[src/rtl/seg7_scan.sv]
// Time-multiplexed seven-segment driver: one digit selected per slot, with a dark
// guard at the start of each slot, PWM dimming and frame-synchronised data commit.
module seg7_scan #(
    parameter int NUM_DIGITS   = 8,
    parameter int SLOT_CYCLES  = 12500,
    parameter int GUARD_CYCLES = 64,
    parameter int PWM_BITS     = 4,
    parameter int ACTIVE_LOW   = 1
) (
    input  logic                      clk,
    input  logic                      resetn,
    input  logic [4*NUM_DIGITS-1:0]   data,
    input  logic [NUM_DIGITS-1:0]     dp_in,
    input  logic [NUM_DIGITS-1:0]     blank,
    input  logic                      load,
    input  logic [PWM_BITS-1:0]       brightness,
    output logic [NUM_DIGITS-1:0]     an,
    output logic [6:0]                seg,
    output logic                      dp,
    output logic                      frame_done,
    output logic                      busy
);

    localparam int SLOT_W = (SLOT_CYCLES > 1) ? $clog2(SLOT_CYCLES) : 1;
    localparam int DIG_W  = (NUM_DIGITS > 1) ? $clog2(NUM_DIGITS) : 1;
    localparam logic [SLOT_W-1:0] SLOT_LAST  = SLOT_W'(SLOT_CYCLES - 1);
    localparam logic [SLOT_W-1:0] GUARD_SLOT = SLOT_W'(GUARD_CYCLES);
    localparam logic [DIG_W-1:0]  DIG_LAST   = DIG_W'(NUM_DIGITS - 1);
    // POL is the inactive pin level; XOR with it converts active-high to pin polarity.
    localparam logic POL = (ACTIVE_LOW != 0);

    logic [SLOT_W-1:0]       slot_cnt_reg;
    logic [DIG_W-1:0]        digit_reg;
    logic [PWM_BITS-1:0]     pwm_cnt_reg;
    logic [4*NUM_DIGITS-1:0] data_stage_reg, data_shadow_reg;
    logic [NUM_DIGITS-1:0]   dp_stage_reg, dp_shadow_reg;
    logic [NUM_DIGITS-1:0]   blank_stage_reg, blank_shadow_reg;
    logic                    busy_reg, frame_done_reg;
    logic [NUM_DIGITS-1:0]   an_reg;
    logic [6:0]              seg_reg;
    logic                    dp_reg;

    logic [NUM_DIGITS-1:0]   an_next;
    logic [6:0]              seg_next;
    logic                    dp_next;
    logic [6:0]              seg_font;
    logic [3:0]              cur_nib;
    logic                    slot_wrap, frame_wrap, bright_on, lit_sel;
    logic [3:0]              nib_shadow [NUM_DIGITS];

    assign slot_wrap  = (slot_cnt_reg == SLOT_LAST);
    assign frame_wrap = slot_wrap && (digit_reg == DIG_LAST);
    assign bright_on  = (brightness == {PWM_BITS{1'b1}}) || (pwm_cnt_reg < brightness);
    assign lit_sel    = (slot_cnt_reg >= GUARD_SLOT) && !blank_shadow_reg[digit_reg] && bright_on;

    for (genvar gi = 0; gi < NUM_DIGITS; gi++) begin : g_digit
        assign nib_shadow[gi] = data_shadow_reg[4*gi +: 4];
        assign an_next[gi]    = (lit_sel && (digit_reg == DIG_W'(gi))) ? ~POL : POL;
    end

    assign cur_nib = nib_shadow[digit_reg];

    // Active-high font, bit 0 = segment A ... bit 6 = segment G.
    always_comb begin
        seg_font = 7'h00;
        case (cur_nib)
            4'h0: seg_font = 7'h3F;
            4'h1: seg_font = 7'h06;
            4'h2: seg_font = 7'h5B;
            4'h3: seg_font = 7'h4F;
            4'h4: seg_font = 7'h66;
            4'h5: seg_font = 7'h6D;
            4'h6: seg_font = 7'h7D;
            4'h7: seg_font = 7'h07;
            4'h8: seg_font = 7'h7F;
            4'h9: seg_font = 7'h6F;
            4'hA: seg_font = 7'h77;
            4'hB: seg_font = 7'h7C;
            4'hC: seg_font = 7'h39;
            4'hD: seg_font = 7'h5E;
            4'hE: seg_font = 7'h79;
            4'hF: seg_font = 7'h71;
            default: seg_font = 7'h00;
        endcase
    end

    assign seg_next = seg_font ^ {7{POL}};
    assign dp_next  = dp_shadow_reg[digit_reg] ^ POL;

    always_ff @(posedge clk or negedge resetn) begin
        if (!resetn) begin
            slot_cnt_reg     <= '0;
            digit_reg        <= '0;
            pwm_cnt_reg      <= '0;
            data_stage_reg   <= '0;
            dp_stage_reg     <= '0;
            blank_stage_reg  <= '0;
            data_shadow_reg  <= '0;
            dp_shadow_reg    <= '0;
            blank_shadow_reg <= '1;
            busy_reg         <= 1'b0;
            frame_done_reg   <= 1'b0;
            an_reg           <= {NUM_DIGITS{POL}};
            seg_reg          <= {7{POL}};
            dp_reg           <= POL;
        end else begin
            pwm_cnt_reg    <= pwm_cnt_reg + PWM_BITS'(1);
            slot_cnt_reg   <= slot_wrap ? '0 : slot_cnt_reg + SLOT_W'(1);
            if (slot_wrap) begin
                digit_reg <= (digit_reg == DIG_LAST) ? '0 : digit_reg + DIG_W'(1);
            end
            frame_done_reg <= frame_wrap;

            // A load landing on the boundary stays staged; the older staging commits.
            if (frame_wrap && busy_reg) begin
                data_shadow_reg  <= data_stage_reg;
                dp_shadow_reg    <= dp_stage_reg;
                blank_shadow_reg <= blank_stage_reg;
            end
            if (load) begin
                data_stage_reg  <= data;
                dp_stage_reg    <= dp_in;
                blank_stage_reg <= blank;
                busy_reg        <= 1'b1;
            end else if (frame_wrap) begin
                busy_reg <= 1'b0;
            end

            an_reg  <= an_next;
            seg_reg <= seg_next;
            dp_reg  <= dp_next;
        end
    end

    assign an         = an_reg;
    assign seg        = seg_reg;
    assign dp         = dp_reg;
    assign frame_done = frame_done_reg;
    assign busy       = busy_reg;

endmodule

[config.mk]
export PLATFORM = sky130hd
export DESIGN_NAME = seg7_scan
export DESIGN_NICKNAME = d
export VERILOG_FILES = /design/src/rtl/seg7_scan.sv
export SDC_FILE = /design/constraint.sdc
export NUM_CORES = 1
export LEC_CHECK = 0
export ABC_AREA = 1
export ABC_CLOCK_PERIOD_IN_PS = 2500
export BUFFER_PORTS_ARGS = -buffer_cell sky130_fd_sc_hd__buf_2
export CAP_MARGIN = 15
export CORE_MARGIN = 1.5
export CORE_UTILIZATION = 65
export CTS_BUF_LIST = sky130_fd_sc_hd__clkbuf_8
export CTS_CLUSTER_SIZE = 10
export DETAILED_ROUTE_END_ITERATION = 7
export PLACE_DENSITY = 0.88
export SETUP_SLACK_MARGIN = 0.5
export SYNTH_ARGS = -nofsm -noshare
export SYNTH_HDL_FRONTEND = slang
export SYNTH_SLANG_ARGS = --single-unit
[constraint.sdc]
create_clock -name clk -period 2.5 [get_ports clk]
set_input_delay 0.125 -clock clk [delete_from_list [all_inputs] [get_ports clk]]
set_output_delay 0.125 -clock clk [all_outputs]
set_load 0.1 [all_outputs]
==> results by stage <==
Run status:
- The run finished with clean final reports.

Floorplanning:
- Row generation in the floorplan step produced 35 rows.
- Measured along the y axis, the die boundary spans 101 um.
- The die boundary width is 101 um.
- The number of primary I/O pins is 73.
- For this configuration, the core starts out at a cell density of 67.5%.
- The full die area is 10200 um^2.
- The total core area is 9280 um^2.

Logic synthesis:
- The sequential cell area fraction in the yosys report is 54.4%.
- The number of flops mapped to enable cells by yosys is 0.
- The count of cell types in the netlist is 28.
- Counting every instance in the synthesized netlist gives 769.
- Each instance of the synthesized netlist takes up on average 8.15 um^2.
- The most used flip-flop cell after synthesis is dfrtp_1.
- The synthesized netlist occupies a cell area of 6270 um^2.
- The cell taking the most area after synthesis is dfrtp_1.
- Counting flops with an async set or reset pin after synthesis yields a share of 100%.
- By count the netlist is led by nand2_1, dfrtp_1, nand3_1.
- The synthesis warning total is 0.
- The share of Yosys cell area claimed by the top area cell type is 44.3%.
- The dominant cell by count in the synthesized netlist is nand2_1.
- After synthesis the netlist holds a flip-flop and latch count of 135.
- The number of nets handed over by synthesis was 842.
- Sorting the synthesized cells by area gives the leading types as dfrtp_1, nand2_1, dfstp_2.

GRT:
- The number of antenna violations at the first check in global routing is 1.
- The first-pass GRT wire length is 25.8 mm.
- In the global route stage, overall resource usage came out at 32.7%.
- The pin count of the biggest net entering global routing is 58.
- The number of global-route vias before repair is 5580.
- The global route total overflow is 0.

Clock network:
- The H-tree was split into 4 levels.
- The clock transition at the registers of the reported paths is 80 ps.
- In this run, CTS created clock tree buffers numbering 17.
- The clock latency on the worst-skew pair is 460 ps.
- In this run the clock root is driven by a clkbuf_8.
- The maximum root-to-sink buffer count is 2.
- Counting every sink on the clock net gives 135.
- The TritonCTS clock tree is done.

Layout:
- In the final layout, the multi-input gates occupy 2420 um^2.
- Summing all flip-flop and latch instances after layout gives 3410 um^2.
- The filler cell count is 525.
- Of the cells placed in the final design, the portion with a size suffix greater than 1 is 17.1%.
- The area growth from synthesis to layout is 21.8%.
- The number of nets in the finished design is 960.

Pwr:
- The power share of the sequential group is 53.7%.
- The share of total power dissipated in combinational logic is 6.1%.
- The power per cell area is 559 nW/um^2.
- The clock network is responsible for 40.2% of the overall power.
- In this run the power spent charging and discharging nets is 1.17 mW.
- Across the VDD grid, the largest voltage drop is 0.000552 V.
- For this design the static power due to leakage is 4.11 nW.
- The internal portion of the total power is 3.10 mW.
- Net switching is 27.5% of the power.

Timing:
- Adding up every negative setup slack in the final design gives 0 ps.
- The hold violation count in the final report is 0.
- Subtracting the final worst setup slack from the clock period gives 1960 ps.
- The number of pins with negative max-slew slack in the final report came to 0.
- Setup repair after global routing could not meet its margin everywhere.
- The final clock skew is 11.9 ps.
- The pin slew with the least headroom to its limit is 644 ps.
- Hold is met by 196 ps.
- The peak clock frequency supported by timing is 511 MHz.
- The setup violation total in the final timing report is 0.
- Dividing the final minimum period by the clock period gives 78.3%.
- The tightest slew margin relative to the limit is 57.1%.

Setup path:
- For the worst setup path, the data required time is 2900 ps.
- At the worst endpoint, the arrival time is 2360 ps.
- In this run the worst path has a maximum fanout of 25.
- STA classifies the critical path endpoint as a register.
- The startpoint kind of the worst setup timing path is a register.
- In this design, the largest share of critical-path delay is due to buffers and inverters.
- In this design, the stage delay of the slowest critical-path cell is 420 ps.
- The critical path class is reg2reg.
- Together, buffers and inverters on the worst path number 3.
- The signal on the critical path passes through buf_4 -> ha_1 -> ha_1 -> inv_1 -> nor2_4 -> buf_12 -> nand3_1 -> nand2_1.
- For this design, the slowest cell found on the critical path is dfrtp_1.
- The critical path's most frequent cell is ha_1.

Routing:
- The aggregate routed wire length is 15.8 mm.
- The total via count in the routed design is 5685.
- The average wire per cell in the routed design is 15.4 um.
- The first-pass detailed-route iteration total is 5.
- The number of vias per cell is 5.52.
- The count of routing violations after the opening detailed-route iteration is 446.
- Once detail routing completed, the nets flagged for antenna violations numbered 0.
- For this run, design rule violations remaining after detail routing come to 0.

Placed design:
- Routability-driven placement finished with a final weighted congestion of 0.885.
- The detailed placer's ending HPWL is 9.11 mm.
- Input and output buffers added on the ports amount to 72.

Min path:
- In this run the worst hold path is classified as in2reg.

Run:
- The reported max-cap violation count is 0.
==> per-stage QoR <==
step | std cells | instance area [um^2] | setup WS (ps) | util (%) | power (mW)
2_1_floorplan | 769 | 6270 | 657 | - | 2.40
3_3_place_gp | 944 | 6700 | 675 | 72.2 | 2.51
4_1_cts | 1025 | 7560 | 560 | 81.5 | 4.26
6_report | 1030 | 7640 | 543 | 82.3 | 4.27
5_1_grt | 1030 | 7640 | 464 | 82.3 | 4.42
3_5_place_dp | 944 | 6700 | 602 | 72.2 | 2.52
==> area by class of cell <==
| type | count | area share (%) |
|---|---|---|
| Antenna cell | 1 | 0.0328 |
| Clock buffer | 17 | 3.06 |
| Clock inverter | 15 | 1.80 |
| Inverter | 66 | 3.33 |
| Multi-Input combinational cell | 532 | 31.7 |
| Sequential cell | 135 | 44.7 |
| Tap cell | 129 | 2.11 |
| Timing Repair Buffer | 135 | 13.3 |
==> cells in the final DEF (no fill, tap or decap) <==
cell,instances
buf_6,1
buf_8,1
dfstp_2,24
dfrtp_1,109
nand4_1,12
buf_4,10
clkinvlp_4,4
or2_2,2
inv_4,1
o211ai_1,1
a21oi_1,5
a32oi_1,1
or2_0,1
dlygate4sd3_1,49
inv_1,63
inv_2,2
buf_2,71
nand3_1,101
xor2_1,7
ha_1,18
o21ai_0,10
nand2_1,338
xnor2_1,2
nand2_2,2
o21ai_2,1
clkbuf_16,1
buf_12,2
clkinv_8,1
clkbuf_8,17
nor2_1,21
diode_2,1
inv_6,4
dfrtp_2,2
nor2_4,1
o21ai_1,1
nor3_1,7
a21oi_2,1
inv_8,3
clkinv_4,3
==> per-layer routing <==
layer  GRT usage [%]  routed length, um  share of wire (%)
met1            40.2               6320                 40
met2            55.6               7960                 50
met5               0                  0                  0
met3            8.14                954                6.0
met4            13.8                592                3.7
==> worst min-delay path, stage by stage <==
cell     delay [ps]
buf_2            90
nand4_1          70
nand2_1         230
nand4_1         130
==> power by group through the flow <==
stage / registers (mW) / clock network, mW / logic, mW
floorplan: 2.32 / 0 / 0.0827
global placement: 2.33 / 0 / 0.179
detailed placement: 2.33 / 0 / 0.192
CTS: 2.29 / 1.72 / 0.251
global route: 2.30 / 1.82 / 0.293
finish: 2.29 / 1.72 / 0.260
==> kinds of logic (layout without fill, tap and decap cells) <==
| group | count (synthesis) | in the layout | share of synthesized area (%) |
|---|---|---|---|
| other | 0 | 1 | 0 |
| adder cells (fa/ha/maj) | 18 | 18 | 3.59 |
| XOR/XNOR | 9 | 9 | 1.26 |
| AND/OR/NAND/NOR | 485 | 485 | 32.0 |
| buffers and inverters | 102 | 233 | 6.99 |
| AO/OA/AOI/OAI | 20 | 20 | 1.82 |
| flip-flops | 135 | 135 | 54.4 |
==> path summary, 6_finish.rpt <==
check	startpoint	endpoint	slack [ps]	cells past startpoint
worst max-delay path	digit_reg[1]	blank_shadow_reg[2]	540	8
worst min-delay path	brightness[3]	an[5]	200	4
worst max register to register	digit_reg[1]	blank_shadow_reg[2]	540	8
worst min register to register	blank_stage_reg[7]	blank_stage_reg[7]	480	2
max in group asynchronous	resetn	seg[6]	1400	3
min in group asynchronous	resetn	slot_cnt_reg[3]	220	2
==> timing repair <==
item                                    in CTS  in global routing
resized for setup                            0                  9
setup buffers                                0                  3
hold buffers                                49                  0
endpoints found under the setup margin       0                 55
hold endpoints to repair                    93                  0
(Power assumes the default switching activity.)
